File: src/rtl/flags_pkg.sv
// Shared types and helpers for the condition-flag pipeline.
// Slot layout is {valid, mask, data}; flag bit order is N,Z,V,C from MSB.
package flags_pkg;

    localparam int NZVC_W    = 4;
    localparam int FLAG_N    = 3;
    localparam int FLAG_Z    = 2;
    localparam int FLAG_V    = 1;
    localparam int FLAG_C    = 0;
    localparam int MAX_FLAGS = 32;

    typedef struct packed {
        logic              valid;
        logic [NZVC_W-1:0] mask;
        logic [NZVC_W-1:0] data;
    } flag_slot_t;

    // Masked merge; callers zero-extend narrower flag vectors into MAX_FLAGS bits.
    function automatic logic [MAX_FLAGS-1:0] merge_flags(
        input logic [MAX_FLAGS-1:0] old_f,
        input logic [MAX_FLAGS-1:0] mask,
        input logic [MAX_FLAGS-1:0] new_f
    );
        return (old_f & ~mask) | (new_f & mask);
    endfunction

endpackage

File: src/rtl/flag_slot.sv
// One in-flight flag slot: loads d on enable, drops valid on kill.
// Bit layout {valid, mask[W-1:0], data[W-1:0]}, valid at the MSB.
module flag_slot
    import flags_pkg::*;
#(
    parameter int W = NZVC_W
) (
    input  logic         clk,
    input  logic         reset,
    input  logic         enable,
    input  logic         kill,
    input  logic [2*W:0] d,
    output logic [2*W:0] q
);

    logic [2*W:0] slot_q;

    // A killed slot keeps its mask/data but can never commit or forward.
    always_ff @(posedge clk) begin
        if (reset) begin
            slot_q <= '0;
        end else if (enable) begin
            slot_q <= {d[2*W] & ~kill, d[2*W-1:0]};
        end else if (kill) begin
            slot_q[2*W] <= 1'b0;
        end
    end

    assign q = slot_q;

endmodule

File: src/rtl/flag_pipe_unit.sv
// Condition-flag pipeline: DEPTH in-flight slots from EX to commit plus forwarded view.
// Optional macro FLAG_FWD_EN enables the forwarding priority chain on fwd_flags.
module flag_pipe_unit
    import flags_pkg::*;
#(
    parameter int NUM_FLAGS = 4,
    parameter int DEPTH     = 2
) (
    input  logic                       clk,
    input  logic                       reset,
    input  logic                       set_flags,
    input  logic [NUM_FLAGS-1:0]       set_mask,
    input  logic [NUM_FLAGS-1:0]       flags_in,
    input  logic                       stall,
    input  logic                       flush,
    output logic [NUM_FLAGS-1:0]       curr_flags,
    output logic [NUM_FLAGS-1:0]       fwd_flags,
    output logic [$clog2(DEPTH+1)-1:0] pending_cnt,
    output logic                       pending
);

    localparam int SW = 2*NUM_FLAGS + 1;
    localparam int CW = $clog2(DEPTH+1);

    logic [DEPTH-1:0][SW-1:0] slot_d, slot_q;
    logic [NUM_FLAGS-1:0]     curr_d, curr_q;
    logic [SW-1:0]            oldest;
    logic                     advance;

    assign advance   = ~stall;
    assign slot_d[0] = {set_flags, set_mask, flags_in};

    for (genvar k = 0; k < DEPTH; k++) begin : g_slot
        if (k > 0) begin : g_chain
            assign slot_d[k] = slot_q[k-1];
        end
        flag_slot #(.W(NUM_FLAGS)) u_slot (
            .clk    (clk),
            .reset  (reset),
            .enable (advance),
            .kill   (flush),
            .d      (slot_d[k]),
            .q      (slot_q[k])
        );
    end

    assign oldest = slot_q[DEPTH-1];

    // The oldest slot is past the flush point, so flush does not block its commit.
    always_comb begin
        curr_d = curr_q;
        if (advance && oldest[SW-1]) begin
            curr_d = NUM_FLAGS'(merge_flags(MAX_FLAGS'(curr_q),
                                            MAX_FLAGS'(oldest[2*NUM_FLAGS-1:NUM_FLAGS]),
                                            MAX_FLAGS'(oldest[NUM_FLAGS-1:0])));
        end
    end

    always_ff @(posedge clk) begin
        if (reset) begin
            curr_q <= '0;
        end else begin
            curr_q <= curr_d;
        end
    end

    always_comb begin
        pending_cnt = '0;
        for (int k = 0; k < DEPTH; k++) begin
            pending_cnt = pending_cnt + CW'(slot_q[k][SW-1]);
        end
    end

    assign pending    = (pending_cnt != '0);
    assign curr_flags = curr_q;

`ifdef FLAG_FWD_EN
    // Walk oldest to youngest so younger slots overwrite; live EX request wins last.
    always_comb begin
        fwd_flags = curr_q;
        for (int k = DEPTH-1; k >= 0; k--) begin
            for (int i = 0; i < NUM_FLAGS; i++) begin
                if (slot_q[k][SW-1] && slot_q[k][NUM_FLAGS+i]) begin
                    fwd_flags[i] = slot_q[k][i];
                end
            end
        end
        for (int i = 0; i < NUM_FLAGS; i++) begin
            if (set_flags && set_mask[i] && !flush && !stall) begin
                fwd_flags[i] = flags_in[i];
            end
        end
    end
`else
    assign fwd_flags = curr_q;
`endif

endmodule

File: config.mk
export PLATFORM = sky130hd
export DESIGN_NAME = flag_pipe_unit
export DESIGN_NICKNAME = d
export VERILOG_FILES = /design/src/rtl/flags_pkg.sv /design/src/rtl/flag_slot.sv /design/src/rtl/flag_pipe_unit.sv
export SDC_FILE = /design/constraint.sdc
export NUM_CORES = 1
export LEC_CHECK = 0
export BUFFER_PORTS_ARGS = -buffer_cell sky130_fd_sc_hd__buf_2
export CAP_MARGIN = 20
export CORE_MARGIN = 2
export CORE_UTILIZATION = 50
export CTS_CLUSTER_SIZE = 20
export DETAILED_ROUTE_END_ITERATION = 6
export GPL_TIMING_DRIVEN = 1
export HOLD_SLACK_MARGIN = 0.12
export PLACE_DENSITY = 0.73
export SETUP_SLACK_MARGIN = 0.3
export SYNTH_ARGS = -nofsm -noshare
export SYNTH_HDL_FRONTEND = slang
export SYNTH_HIERARCHICAL = 1
export SYNTH_SLANG_ARGS = --single-unit
File: constraint.sdc
create_clock -name clk -period 1.1 [get_ports clk]
set_input_delay 0.165 -clock clk [delete_from_list [all_inputs] [get_ports clk]]
set_output_delay 0.165 -clock clk [all_outputs]
set_load 0.01 [all_outputs]
==> flow_summary.yaml, run 1 <==
timing:
  final.setup_skew_ns: 0.00999
  hold_slack_ns: 0.131
  setup_slack_ns: -0.130
  slew_viol_final: 0
  rsz0062_at_grt: "true"
  hold_violations: 0
  setup_viol: 3
  fin_crit_ns: 1.23
  slew_headroom_pct: 76.2
  tightest_slew_ns: 0.357
  fmax_ghz: 0.813
  period_share_pct: 112
worst_setup_path:
  critPathRequiredTime_ns: 0.94
  critPathLaunch: "g_slot[1].u_slot/q[8]$_SDFFE_PP0P_"
  crit_end: "pending_cnt[0]"
  end_kind: "output port"
  crit_fanout: 3
  critical_path_class: "register to output port"
  ff2ff_path_depth: 4
  startpoint_type: "register"
  arrival_ns: 1.07
  r2r_slack_ns: 0.08
  r2r_start: "g_slot[1].u_slot/q[8]$_SDFFE_PP0P_"
die:
  die_h_um: 46.9
  rows: 15
  dieArea_um2: 2200
  design.portCount: 24
  core_um2: 1730
  die_w_um: 46.9
  initial_core_util_pct: 53.3
placement:
  place_congestion: 0.717
  dpl_cell_area_um2: 1060
  io_buffers: 23
  hpwlAfterDp_mm: 1.13
clocking:
  cts_tree: "done"
  clk_pin_slew_ns: 0.12
  cts_buffer_depth: 2
  cts_sinks: 22
  numCtsBuffers: 3
  clk_latency_ns: 0.30
  root_buffer: "clkbuf_4"
  h-tree-depth: 1
detailed_routing:
  wl_per_cell_um: 12.0
  num_vias: 698
  finalWirelength_mm: 1.78
  drt_iter0_drc: 4
  drc: 0
  ant_nets: 0
  viasPerCell: 4.72
  dr.pass1.iters: 4
global_route:
  grtUsageTotal_pct: 18.4
  grt_pass1_vias: 659
  antenna_found_initial: 0
  grt_overflow: 0
  grt_max_degree: 22
  grt_pass1_wl_mm: 2.80
worst_hold_path:
  hold_path.class: "input pin to register"
run_status:
  violations: "negative setup slack"
  status: "finished, violations left"
synthesis:
  synth-seq-cells: 22
  yosys_warnings: 6
  netlist_area_um2: 921
  syn_inst: 88
  synth.avg_cell_area_um2: 10.5
  ys_seq_area_share_pct: 47.8
  synth_cell_type_count: 11
  syn-num-nets: 103
cells_and_area:
  fillers: 131
  syn2layout_area_growth_pct: 41.3
  seqCellArea_um2: 450
  finalInstanceArea_um2: 1300
  multi_input_area_um2: 430
  insertedDiodeCount: 0
  fin_util_pct: 75.4
  nNetsFinal: 139
  mostFrequentLayoutCell: "mux2i_1"
  final_cell_mix: "21 x mux2i_1, 16 x nor2_1, 16 x dfxtp_1"
  drive_above_1_share_pct: 39.8
job:
  cap_violations: 0
power:
  max-vdd-ir-drop_mv: 0.910
  finalPower_uw: 1380
  leakage_uw: 0.000650
  power.density_nw_per_um2: 1060
## routing by layer
metal  track usage, %  up-vias  routed length [µm]
met1             21.8      326                 826
met2             32.1       16                 882
met4             8.33        0                  21
met3             3.46        2                  49
met5                0        -                   0
li1                 -      354                   -
## per-stage QoR
| stage | std cells | setup TNS (ns) | worst slack [ns] |
|---|---|---|---|
| floorplan | 88 | 0 | 0.282 |
| global placement | 131 | 0 | 0.0860 |
| detailed placement | 131 | 0 | 0.0675 |
| CTS | 147 | -0.248 | -0.131 |
| global route | 148 | -0.397 | -0.177 |
| finish | 148 | -0.251 | -0.130 |
## critical path, stage by stage, from the launching register on
cell	delay [ns]
dfxtp_4	0.38
inv_2	0.04
ha_4	0.22
buf_6	0.11
## cells by family after synthesis
kind of cell	Yosys count	share of synthesized area (%)
DFF	22	47.8
adders and majority gates	2	2.72
and+or+nand+nor	30	17.4
buffers and inverters	12	8.15
muxes	22	23.9
## power breakdown
| part | internal [µW] | switching, µW |
|---|---|---|
| sequential | 823 | 17.8 |
| combinational | 99.9 | 69.3 |
| clock | 141 | 230 |
| total | 1060 | 317 |
## how the worst min path moves through the flow
| stage | from | end | slack, ns | cells after the start |
|---|---|---|---|---|
| after floorplan | flush | g_slot[1].u_slot/q[8]$_SDFFE_PP0P_ | 0.23 | 1 |
| after global placement | flush | g_slot[1].u_slot/q[8]$_SDFFE_PP0P_ | 0.35 | 2 |
| after detailed placement | flush | g_slot[0].u_slot/q[8]$_SDFFE_PP0P_ | 0.36 | 2 |
| after CTS | set_mask[0] | g_slot[0].u_slot/q[4]$_SDFFE_PP0P_ | 0.12 | 3 |
| after global routing | set_flags | g_slot[0].u_slot/q[8]$_SDFFE_PP0P_ | 0.13 | 3 |
| final | set_mask[0] | g_slot[0].u_slot/q[4]$_SDFFE_PP0P_ | 0.13 | 3 |
## Yosys cell counts (all sizes together)
cell	instances	area, µm²
buf	8	60.1
dfxtp	22	440
ha	2	25.0
inv	4	15.0
mux2i	22	220
nand2b	8	50.1
nand3b	4	30.0
nor2	16	60.1
nor3	2	20.0
## timing repair
action                                  CTS  global route
hold buffers                              7             0
setup buffers                             5             1
endpoints found under the setup margin   11            22
gates resized for setup                  16             9
pin swaps                                 1             5
endpoints found under the hold margin     8             0
## area by class of cell
class | instances | area share [%]
well taps | 25 | 2.40
inverters | 4 | 1.44
clock buffers | 4 | 2.02
repair buffers | 39 | 26.4
multi-input cells | 54 | 33.1
flip-flops and latches | 22 | 34.6
Note: power is estimated with default switching activity, not from simulation.
==> run 2, diff against run 1 <==
--- a/config.mk
+++ b/config.mk
@@ -9,12 +9,12 @@
 export CAP_MARGIN = 20
 export CORE_MARGIN = 2
 export CORE_UTILIZATION = 50
-export CTS_CLUSTER_SIZE = 20
+export CTS_CLUSTER_SIZE = 14
 export DETAILED_ROUTE_END_ITERATION = 6
 export GPL_TIMING_DRIVEN = 1
 export HOLD_SLACK_MARGIN = 0.12
-export PLACE_DENSITY = 0.73
-export SETUP_SLACK_MARGIN = 0.3
+export PLACE_DENSITY = 0.76
+export SETUP_SLACK_MARGIN = 0.5
 export SYNTH_ARGS = -nofsm -noshare
 export SYNTH_HDL_FRONTEND = slang
 export SYNTH_HIERARCHICAL = 1
==> flow_summary.yaml, run 2 (synthesis gave the netlist of run 1 again) <==
cells_and_area:
  mostFrequentLayoutCell: "mux2i_1"
  syn2layout_area_growth_pct: 28.7
  insertedDiodeCount: 0
  seqCellArea_um2: 465
  final_cell_mix: "22 x mux2i_1, 16 x nor2_1, 14 x dfxtp_2"
  nNetsFinal: 126
  fin_util_pct: 68.6
  fin_cells: 135
  fillers: 139
  drive_above_1_share_pct: 48.2
  multi_input_area_um2: 418
die:
  dieArea_um2: 2200
  die_w_um: 46.9
  die_h_um: 46.9
  design.portCount: 24
  core_um2: 1730
  initial_core_util_pct: 53.3
  rows: 15
detailed_routing:
  drc: 0
  drt_iter0_drc: 6
  wl_per_cell_um: 11.5
  num_vias: 620
  ant_nets: 0
  dr.pass1.iters: 4
  finalWirelength_mm: 1.55
  viasPerCell: 4.59
timing:
  fin_crit_ns: 1.24
  period_share_pct: 112
  rsz0062_at_grt: "true"
  slew_viol_final: 0
  hold_slack_ns: 0.0316
  slew_headroom_pct: 80.7
  hold_violations: 0
  setup_slack_ns: -0.137
  fmax_ghz: 0.808
  setup_viol: 3
  setup_tns_ns: -0.286
  tightest_slew_ns: 0.289
  final.setup_skew_ns: 0.00400
clocking:
  numCtsBuffers: 3
  clk_pin_slew_ns: 0.12
  root_buffer: "clkbuf_4"
  clk_latency_ns: 0.31
  cts_tree: "done"
  cts_sinks: 22
  cts_buffer_depth: 2
  h-tree-depth: 1
power:
  power.density_nw_per_um2: 1200
  leakage_uw: 0.000561
  finalPower_uw: 1420
  max-vdd-ir-drop_mv: 0.998
worst_setup_path:
  end_kind: "output port"
  crit_fanout: 4
  cp_slowest_stage_delay_ns: 0.39
  critPathRequiredTime_ns: 0.94
  path_cells: "inv_4 -> ha_4 -> buf_6"
  critical_path_class: "register to output port"
  startpoint_type: "register"
  arrival_ns: 1.07
  crit_slowest_cell: "dfxtp_4"
placement:
  place_congestion: 0.702
  place_inst: 130
  hpwlAfterDp_mm: 1.04
  io_buffers: 23
global_route:
  grt_pass1_vias: 553
  grt_overflow: 0
  grtUsageTotal_pct: 17.3
  grt_max_degree: 19
  antenna_found_initial: 0
  grt_pass1_wl_mm: 2.53
job:
  cap_violations: 0
run_status:
  status: "finished, violations left"
  violations: "negative setup slack"
worst_hold_path:
  hold_path.class: "input pin to register"
## run 2: metrics by stage
stage / instance area [µm²] / worst slack (ns)
floorplan: 982 / 0.283
detailed placement: 1060 / 0.173
finish: 1180 / -0.137
global placement: 1060 / 0.181
CTS: 1180 / -0.152
global route: 1180 / -0.185
## run 2: where the power goes
part	switching (µW)	total, µW	internal, µW
Clock	239	441	202
Sequential	18.0	843	825
Combinational	65.9	137	71.5
Total	323	1420	1100
## run 2: critical path: cells and delay by family, from the launching register on
family	cells	cell delay, ns
adder cells (fa/ha/maj)	1	0.22
buffers and inverters	2	0.15
flip-flops	1	0.39
## run 2: path summary, 6_finish.rpt
path,cells past startpoint,startpoint,slack (ns),endpoint
setup / recovery,3,g_slot[0].u_slot/q[8]$_SDFFE_PP0P_,-0.14,pending_cnt[0]
hold / removal,2,flush,0.03,g_slot[1].u_slot/q[8]$_SDFFE_PP0P_
setup reg to reg,3,g_slot[1].u_slot/q[8]$_SDFFE_PP0P_,0.25,register
hold reg to reg,2,g_slot[1].u_slot/q[0]$_SDFFE_PP0P_,0.47,register
## run 2: layout make-up
cell class                 instances  share of cell area [%]
sequential                        22                    39.3
multi-input combinational         54                    35.3
timing repair buffer              26                    16.9
clock buffer                       4                    3.06
inverter                           4                    2.85
tap                               25                    2.64
## run 2: layer usage
layer / vias up / part of all wire, % / track usage, %
met3: 4 / 4.3 / 3.85
met2: 18 / 44 / 25.2
met5: - / 0 / 0
li1: 328 / - / -
met4: 0 / 4.4 / 13.3
met1: 270 / 47 / 22.1
## run 2: timing repair
| item | in CTS | in global routing |
|---|---|---|
| hold endpoints to repair | 10 | 6 |
| endpoints found under the setup margin | 30 | 33 |
| gates resized for setup | 18 | 5 |
| buffers inserted | 1 | 0 |
| pin swaps | 2 | 3 |
==> run 3, diff against run 2 <==
--- a/config.mk
+++ b/config.mk
@@ -14,7 +14,7 @@
 export GPL_TIMING_DRIVEN = 1
 export HOLD_SLACK_MARGIN = 0.12
 export PLACE_DENSITY = 0.76
-export SETUP_SLACK_MARGIN = 0.5
+export SETUP_SLACK_MARGIN = 0.4
 export SYNTH_ARGS = -nofsm -noshare
 export SYNTH_HDL_FRONTEND = slang
 export SYNTH_HIERARCHICAL = 1
==> flow_summary.yaml, run 3 (synthesis gave the netlist of run 1 again) <==
run_status:
  status: "finished, violations left"
  violations: "negative setup slack"
cells_and_area:
  syn2layout_area_growth_pct: 30.6
  drive_above_1_share_pct: 42.0
  fillers: 138
  mostFrequentLayoutCell: "mux2i_1"
  final_cell_mix: "20 x mux2i_1, 16 x nor2_1, 15 x dfxtp_1"
  insertedDiodeCount: 0
  finalInstanceArea_um2: 1200
  nNetsFinal: 128
placement:
  dpl_cell_area_um2: 1040
  io_buffers: 23
  place_congestion: 0.711
  hpwlAfterDp_mm: 1.04
worst_setup_path:
  path_cells: "inv_2 -> ha_4 -> buf_6"
  end_kind: "output port"
  crit_fanout: 3
  startpoint_type: "register"
  r2r_slack_ns: 0.02
  r2r_start: "g_slot[1].u_slot/q[8]$_SDFFE_PP0P_"
  arrival_ns: 1.05
  critical_path_class: "register to output port"
  ff2ff_path_depth: 5
  crit_slowest_cell: "dfxtp_2"
  cp_top_family: "flip-flops"
  path_depth: 3
  critPathRequiredTime_ns: 0.94
  critPathBufInv: 2
  cp_slowest_stage_delay_ns: 0.37
clocking:
  cts_buffer_depth: 2
  h-tree-depth: 1
  cts_tree: "done"
  numCtsBuffers: 3
  cts_sinks: 22
  clk_pin_slew_ns: 0.11
  root_buffer: "clkbuf_4"
  clk_latency_ns: 0.29
global_route:
  grt_pass1_vias: 590
  grtUsageTotal_pct: 16.0
  grt_max_degree: 25
  antenna_found_initial: 0
  grt_pass1_wl_mm: 2.47
  grt_overflow: 0
power:
  leakage_uw: 0.000560
  max-vdd-ir-drop_mv: 0.807
  power.density_nw_per_um2: 1120
  finalPower_uw: 1340
timing:
  period_share_pct: 111
  slew_headroom_pct: 75.8
  final.setup_skew_ns: 0.00168
  fmax_ghz: 0.820
  hold_violations: 0
  slew_viol_final: 0
  setup_slack_ns: -0.120
  hold_slack_ns: 0.0442
  tightest_slew_ns: 0.364
  fin_crit_ns: 1.22
  setup_viol: 3
  rsz0062_at_grt: "true"
worst_hold_path:
  holdCritStartpoint: "flush"
  hold_path.class: "input pin to register"
  hold_depth: 2
  worst_hold_path.endpoint: "g_slot[1].u_slot/q[8]$_SDFFE_PP0P_"
detailed_routing:
  dr.pass1.iters: 4
  wl_per_cell_um: 11.0
  drt_iter0_drc: 1
  drc: 0
  ant_nets: 0
  num_vias: 648
  finalWirelength_mm: 1.50
  viasPerCell: 4.73
die:
  dieArea_um2: 2200
  initial_core_util_pct: 53.3
  die_w_um: 46.9
  design.portCount: 24
  die_h_um: 46.9
  core_um2: 1730
  rows: 15
job:
  cap_violations: 0
==> run 3: power by group <==
part           leakage (µW)  switching [µW]  internal, µW  total, µW
clock network     0.0000150             217           141        358
logic              0.000361            69.0          76.2        145
registers          0.000183            16.4           823        840
==> run 3: worst max-delay path by stage <==
| stage | end | slack [ns] | startpoint |
|---|---|---|---|
| after CTS | pending_cnt[0] | -0.14 | g_slot[0].u_slot/q[8]$_SDFFE_PP0P_ |
| after detailed placement | pending_cnt[0] | 0.17 | g_slot[0].u_slot/q[8]$_SDFFE_PP0P_ |
| after global placement | pending_cnt[0] | 0.18 | g_slot[1].u_slot/q[8]$_SDFFE_PP0P_ |
| final | pending_cnt[0] | -0.12 | g_slot[0].u_slot/q[8]$_SDFFE_PP0P_ |
| after global routing | pending_cnt[0] | -0.16 | g_slot[0].u_slot/q[8]$_SDFFE_PP0P_ |
| after floorplan | pending_cnt[0] | 0.28 | g_slot[1].u_slot/q[8]$_SDFFE_PP0P_ |
==> run 3: worst register-to-register path, stage by stage, from the launching register on <==
cell      delay (ns)
dfxtp_4         0.37
buf_4           0.13
buf_6           0.11
buf_6           0.12
nand3b_1        0.11
mux2i_1         0.19
==> run 3: layout make-up <==
| class | instances | area (µm²) | area share (%) |
|---|---|---|---|
| inverters | 4 | 27.5 | 2.29 |
| clock buffers | 4 | 26.3 | 2.19 |
| well taps | 25 | 31.3 | 2.60 |
| repair buffers | 28 | 223 | 18.5 |
| multi-input cells | 54 | 443 | 36.8 |
| flip-flops and latches | 22 | 452 | 37.6 |
==> run 3: repair_timing <==
item,in CTS,in global routing
setup buffers,3,1
pin swaps,3,2
gates resized for setup,18,4
endpoints found under the setup margin,16,18
hold endpoints to repair,9,6
==> run 3: per-layer routing <==
| layer | GRT usage [%] | wire length, µm | up-vias |
|---|---|---|---|
| met5 | 0 | 0 | - |
| met4 | 10.0 | 12 | 0 |
| met3 | 2.69 | 48 | 2 |
| met2 | 25.2 | 701 | 15 |
| met1 | 20.4 | 738 | 296 |
| li1 | - | - | 335 |
==> run 3: per-stage QoR <==
stage / worst slack [ns] / utilization (%) / cells / setup TNS (ns)
global placement: 0.182 / 60.5 / 129 / 0
global route: -0.164 / 69.6 / 137 / -0.400
floorplan: 0.282 / - / 88 / 0
finish: -0.120 / 69.6 / 137 / -0.186
CTS: -0.135 / 67.9 / 136 / -0.244
detailed placement: 0.166 / 60.5 / 129 / 0
